--- src/rtl/apb_cfg_pkg.sv ---
// Shared types and helpers for APB configuration completers.
package apb_cfg_pkg;

    typedef enum logic {
        IDLE   = 1'b0,
        ACCESS = 1'b1
    } apb_state_t;

    localparam int          ADDR_LSB          = 2;
    localparam int          MAX_REGS          = 64;
    localparam int          MAX_BITS          = MAX_REGS * 32;
    localparam logic [31:0] DEFAULT_ERR_RDATA = 32'hDEAD_BEEF;

    function automatic logic [31:0] get_slot(input logic [MAX_BITS-1:0] vec,
                                             input logic [5:0]          idx);
        return vec[{idx, 5'd0} +: 32];
    endfunction

endpackage

--- src/rtl/apb_slave_fsm.sv ---
// APB completer handshake engine: IDLE/ACCESS state, wait-state counter,
// PREADY and the commit/abort strobes for the register logic.
module apb_slave_fsm
    import apb_cfg_pkg::*;
#(
    parameter int WAIT_STATES = 0
) (
    input  logic       clk,
    input  logic       rst,
    input  logic       psel,
    input  logic       penable,
    output apb_state_t state,
    output logic       pready,
    output logic       setup,
    output logic       commit,
    output logic       abort
);

    localparam logic [3:0] WS = 4'(WAIT_STATES);

    apb_state_t next_state;
    logic [3:0] cnt;

    always_ff @(posedge clk or posedge rst) begin
        if (rst) begin
            state <= IDLE;
            cnt   <= '0;
        end else begin
            state <= next_state;
            if (setup)
                cnt <= '0;
            else if (state == ACCESS && cnt < WS)
                cnt <= cnt + 4'd1;
        end
    end

    always_comb begin
        next_state = state;
        case (state)
            IDLE:    if (psel && !penable) next_state = ACCESS;
            ACCESS:  if (!psel || pready) next_state = IDLE;
            default: next_state = IDLE;
        endcase
    end

    // Handshake: a transfer completes on the edge where pready is high with
    // psel still asserted; psel dropping earlier abandons it with no side effect.
    always_comb begin
        pready = (state == ACCESS) && penable && (cnt == WS);
        setup  = (state == IDLE) && psel && !penable;
        commit = pready && psel;
        abort  = (state == ACCESS) && !psel;
    end

endmodule

--- src/rtl/apb_config_regbank.sv ---
// Parametrised APB3 configuration register bank with read-only status slots,
// wait states, PSLVERR on bad accesses and per-slot write pulses.
module apb_config_regbank
    import apb_cfg_pkg::*;
#(
    parameter int                     NUM_REGS    = 4,
    parameter int                     WAIT_STATES = 0,
    parameter logic [NUM_REGS-1:0]    RO_MASK     = '0,
    parameter logic [NUM_REGS*32-1:0] RST_VAL     = '0,
    parameter logic [31:0]            ERR_RDATA   = DEFAULT_ERR_RDATA
) (
    input  logic                     PCLK,
    input  logic                     PRESET,
    input  logic                     PSEL,
    input  logic                     PENABLE,
    input  logic [31:0]              PADDR,
    input  logic                     PWRITE,
    input  logic [31:0]              PWDATA,
    output logic [31:0]              PRDATA,
    output logic                     PREADY,
    output logic                     PSLVERR,
    input  logic [NUM_REGS*32-1:0]   status_in,
    output logic [NUM_REGS*32-1:0]   cfg_out,
    output logic [NUM_REGS-1:0]      wr_pulse
);

    apb_state_t state;
    logic       setup, commit, abort;

    logic [5:0]  idx_q;
    logic        wr_q, err_q;
    logic [31:0] wdata_q;

    logic [29:0]         paddr_idx;
    logic [5:0]          paddr_slot;
    logic                oob, misaligned, err_now;
    logic                wr_commit;
    logic [NUM_REGS-1:0] hit;

    logic [MAX_BITS-1:0] cfg_pad, status_pad;
    logic [MAX_REGS-1:0] ro_pad;

    apb_slave_fsm #(
        .WAIT_STATES(WAIT_STATES)
    ) u_fsm (
        .clk    (PCLK),
        .rst    (PRESET),
        .psel   (PSEL),
        .penable(PENABLE),
        .state  (state),
        .pready (PREADY),
        .setup  (setup),
        .commit (commit),
        .abort  (abort)
    );

    // Pad to the package-wide maximum so slot lookups never index out of range.
    always_comb begin
        cfg_pad                       = '0;
        cfg_pad[NUM_REGS*32-1:0]      = cfg_out;
        status_pad                    = '0;
        status_pad[NUM_REGS*32-1:0]   = status_in;
        ro_pad                        = '0;
        ro_pad[NUM_REGS-1:0]          = RO_MASK;
    end

    function automatic logic [31:0] rd_sel(input logic                err,
                                           input logic [5:0]          slot,
                                           input logic [MAX_BITS-1:0] cfgv,
                                           input logic [MAX_BITS-1:0] stv,
                                           input logic [MAX_REGS-1:0] ro);
        if (err)
            return ERR_RDATA;
        else if (ro[slot])
            return get_slot(stv, slot);
        return get_slot(cfgv, slot);
    endfunction

    always_comb begin
        paddr_idx  = PADDR[31:ADDR_LSB];
        paddr_slot = PADDR[ADDR_LSB +: 6];
        oob        = paddr_idx >= 30'(NUM_REGS);
        misaligned = PADDR[1:0] != 2'b00;
        err_now    = oob || misaligned || (PWRITE && !oob && ro_pad[paddr_slot]);
    end

    always_ff @(posedge PCLK or posedge PRESET) begin
        if (PRESET) begin
            idx_q   <= '0;
            wr_q    <= 1'b0;
            err_q   <= 1'b0;
            wdata_q <= '0;
            PRDATA  <= '0;
        end else if (setup) begin
            idx_q   <= paddr_slot;
            wr_q    <= PWRITE;
            err_q   <= err_now;
            wdata_q <= PWDATA;
            PRDATA  <= rd_sel(err_now, paddr_slot, cfg_pad, status_pad, ro_pad);
        end else if (state == ACCESS) begin
            PRDATA <= rd_sel(err_q, idx_q, cfg_pad, status_pad, ro_pad);
            if (abort)
                wr_q <= 1'b0;
        end
    end

    assign PSLVERR   = PREADY && err_q;
    assign wr_commit = commit && wr_q && !err_q;

    always_comb begin
        hit = '0;
        for (int i = 0; i < NUM_REGS; i++)
            hit[i] = wr_commit && (idx_q == 6'(i));
    end

    always_ff @(posedge PCLK or posedge PRESET) begin
        if (PRESET)
            wr_pulse <= '0;
        else
            wr_pulse <= hit;
    end

    // RO slots hold no storage; their cfg_out slice is tied to zero.
    for (genvar i = 0; i < NUM_REGS; i++) begin : g_slot
        if (RO_MASK[i]) begin : g_ro
            assign cfg_out[32*i +: 32] = '0;
        end else begin : g_rw
            logic [31:0] r;
            always_ff @(posedge PCLK or posedge PRESET) begin
                if (PRESET)
                    r <= RST_VAL[32*i +: 32];
                else if (hit[i])
                    r <= wdata_q;
            end
            assign cfg_out[32*i +: 32] = r;
        end
    end

endmodule
--- config.mk ---
export PLATFORM = sky130hd
export DESIGN_NAME = apb_config_regbank
export DESIGN_NICKNAME = d
export VERILOG_FILES = /design/src/rtl/apb_cfg_pkg.sv /design/src/rtl/apb_slave_fsm.sv /design/src/rtl/apb_config_regbank.sv
export SDC_FILE = /design/constraint.sdc
export NUM_CORES = 1
export LEC_CHECK = 0
export CELL_PAD_IN_SITES_DETAIL_PLACEMENT = 0
export CELL_PAD_IN_SITES_GLOBAL_PLACEMENT = 2
export CORE_MARGIN = 2
export CORE_UTILIZATION = 30
export CTS_BUF_LIST = sky130_fd_sc_hd__clkbuf_4
export CTS_CLUSTER_SIZE = 30
export DETAILED_ROUTE_END_ITERATION = 8
export MAX_ROUTING_LAYER = met4
export PLACE_DENSITY = 0.8
export SYNTH_ARGS = -nofsm -noshare
export SYNTH_HDL_FRONTEND = slang
export SYNTH_HIERARCHICAL = 1
export SYNTH_SLANG_ARGS = --single-unit
--- constraint.sdc ---
create_clock -name PCLK -period 9.1 [get_ports PCLK]
set_clock_uncertainty 0.2 [all_clocks]
set_input_delay 1.82 -clock PCLK [delete_from_list [all_inputs] [get_ports PCLK]]
set_output_delay 1.82 -clock PCLK [all_outputs]
set_load 0.03 [all_outputs]
==> impl_metrics.tcl <==
set metrics [dict create \
    status "complete, no violations" \
    busiest_layer "met2" \
    hp-class "flip-flop to flip-flop" \
    grt_use_met1_pct 23.0 \
    post-route-min-period_ps 5370 \
    fp.dieW_um 183 \
    use_met3_pct 4.01 \
    path_class "input pin to output pin" \
    synth-simple-area-share_pct 2.96 \
    insertion_delay_ps 670 \
    die_area_mm2 0.0334 \
    num-fill-cells 3025 \
    setup_viol 0 \
    leakage_nw 5.71 \
    multi_input_area_mm2 0.00419 \
    cts_hold_buf 0 \
    synth_top_family_by_area "multiplexers" \
    syn_avg_cell_area_um2 14.6 \
    die_h_um 183 \
    rsz0062_at_grt "false" \
    wl_per_cell_um 21.8 \
    grt_max_degree 133 \
    overflow 0 \
    synth-seq-area-share_pct 53.5 \
    max-vdd-ir-drop_mv 0.0856 \
    area_growth_pct 36.3 \
    maxCapViolations 0 \
    finalSetupTns_ps 0 \
    vias 6839 \
    power_density_mw_per_mm2 164 \
    syn_area_mm2 0.00959 \
    grt_pass1_wl_mm 44.8 \
    ant_nets 0 \
    fin_nets 1111 \
    design.core.area_mm2 0.0316 \
    dr.pass1.iters 4 \
    synth_warnings 6 \
    cts_buffer_depth 3 \
    path_max_fanout 4 \
    start_kind "input pin" \
    whs_ps 317 \
    routabilityCongestion 0.739 \
    rows 65 \
    cp_data_arrival_time_ps 3350 \
    synthXorXnorAreaFrac_pct 0 \
    synth.distinct_cells 35 \
    pin_count 363 \
    final_hold_viol_count 0 \
    synth_nets 854 \
    layout-drive-gt1-share_pct 34.4 \
    ys_ff_latch 205 \
    min_period_over_period_pct 59.0 \
    cts_inserted_buffers 58 \
    worst_pin_slew_ps 1160 \
    end_kind "output pin" \
    slew_headroom_pct 22.8 \
    seq_area_mm2 0.00513 \
    drcViolationCount 0 \
    drt_iter0_markers 270 \
    grt_pass1_vias 7171 \
    hpwlAfterDp_mm 18.2 \
    grt_use_total_pct 18.3 \
    muxShareOfSynthArea_pct 33.9 \
    gr-usage-met2_pct 29.7 \
    syn_inst 657 \
    total_power_mw 2.14 \
    initial_utilization_pct 30.4 \
    h-tree-depth 2 \
    routed_wl_mm 29.7 \
    synthAdderAreaFrac_pct 0 \
    cts.sinks 205 \
    cts_resized 0 \
    antenna_found_initial 2 \
    via_per_inst 5.01 \
    slew_viol_final 0 \
    portBuffers 234 \
    fmax_ghz 0.186 \
    cts_tree "done" \
    synth_compound_area_share_pct 6.48 \
    clk_pin_slew_ps 60 \
    root_buffer "clkbuf_4" \
    worstPathRequired_ps 7080 \
    post-cts-setup-buffer-count 0 \
]
[layout by cell type (no fill, tap or decap), drive strengths merged, types with 2 or more instances in the layout]
master,n
nor3,10
nor3b,2
and3,2
inv,12
diode,2
mux2,166
clkinv,15
clkbuf,89
mux4,40
nand2,3
a22oi,24
clkdlybuf4s50,232
and2,4
a22o,24
buf,17
nor4,7
o21ai,25
dfrtp,205
a21oi,8
and3b,2
nor2,6
o22ai,8
mux2i,48
nand3,3
[stage by stage]
stage                     setup slack [ps]  utilization, %  area, um^2  cells
after CTS                             3730            41.4       13100   1362
after floorplan                       1510               -        9590    657
after global routing                  3620            41.4       13100   1364
after global placement                3740            39.1       12300   1256
final                                 3730            41.4       13100   1364
after detailed placement              3740            39.1       12300   1256
[synth_stat cells (all sizes together)]
library cell	instances	area (um^2)
clkbuf	22	82.6
mux2	166	1870
and3b	2	20.0
inv	11	41.3
and4b	1	11.3
a21oi	8	40.0
or4	1	7.51
nand4	1	6.26
nor2b	1	6.26
o22ai	8	50.1
nor3b	2	31.3
dfrtp	205	5130
and2	4	26.3
mux2i	48	480
buf	30	181
nor3	10	50.1
o32ai	1	8.76
nor4	7	50.1
a22oi	24	180
nand3	3	20.0
o21a	1	7.51
and3	2	12.5
nand2	3	11.3
a22o	24	210
and2b	1	8.76
nor2	6	22.5
mux4	40	901
o21ai	25	125
[worst max-delay path, stage by stage]
cell and delay (ps):
clkdlybuf4s50_1 560, and2_1 170, and2_1 120, clkdlybuf4s50_1 670
[worst paths after layout]
path	end	slack, ps	from	cells after the start
max	PSLVERR	3730	PENABLE	4
min	PRDATA[31]	320	PRDATA[31]	2
max reg2reg	g_slot[2].g_rw.r[6]	5990	u_fsm/state	5
min reg2reg	PRDATA[31]	320	PRDATA[31]	2
max in group asynchronous	PRDATA[27]	5590	PRESET	3
min in group asynchronous	u_fsm/state	1250	PRESET	2
[layer usage]
layer,vias to the layer above,share of wire (%)
li1,3069,-
met1,3506,43
met2,211,49
met3,53,6.6
met4,0,2.3
met5,-,0
[cell families after synthesis]
group           Yosys count
simple gates             44
buf+inv                  63
flops                   205
compound gates           91
mux                     254
[report_power, final]
part           internal (mW)  switching (mW)  total [mW]
combinational          0.134           0.141       0.275
clock                  0.444           0.392       0.837
sequential             0.965          0.0648        1.03
total                   1.54           0.598        2.14
[layout make-up]
cell class / count / area share (%)
Inverter: 11 / 0.373
Timing Repair Buffer: 249 / 18.7
Clock buffer: 89 / 5.11
Multi-Input combinational cell: 389 / 32.1
Tap cell: 402 / 3.85
Sequential cell: 205 / 39.3
Clock inverter: 17 / 0.565
Antenna cell: 2 / 0.0383
[sequential cells by signal, indices dropped and copies added (netlist names)]
| name | cells |
|---|---|
| g_slot.g_rw.r | 128 |
| PRDATA | 32 |
| wdata_q | 32 |
| idx_q | 6 |
| wr_pulse | 4 |
| err_q | 1 |
| u_fsm/state | 1 |
| wr_q | 1 |
No activity file was read; power rests on OpenSTA's default activity.
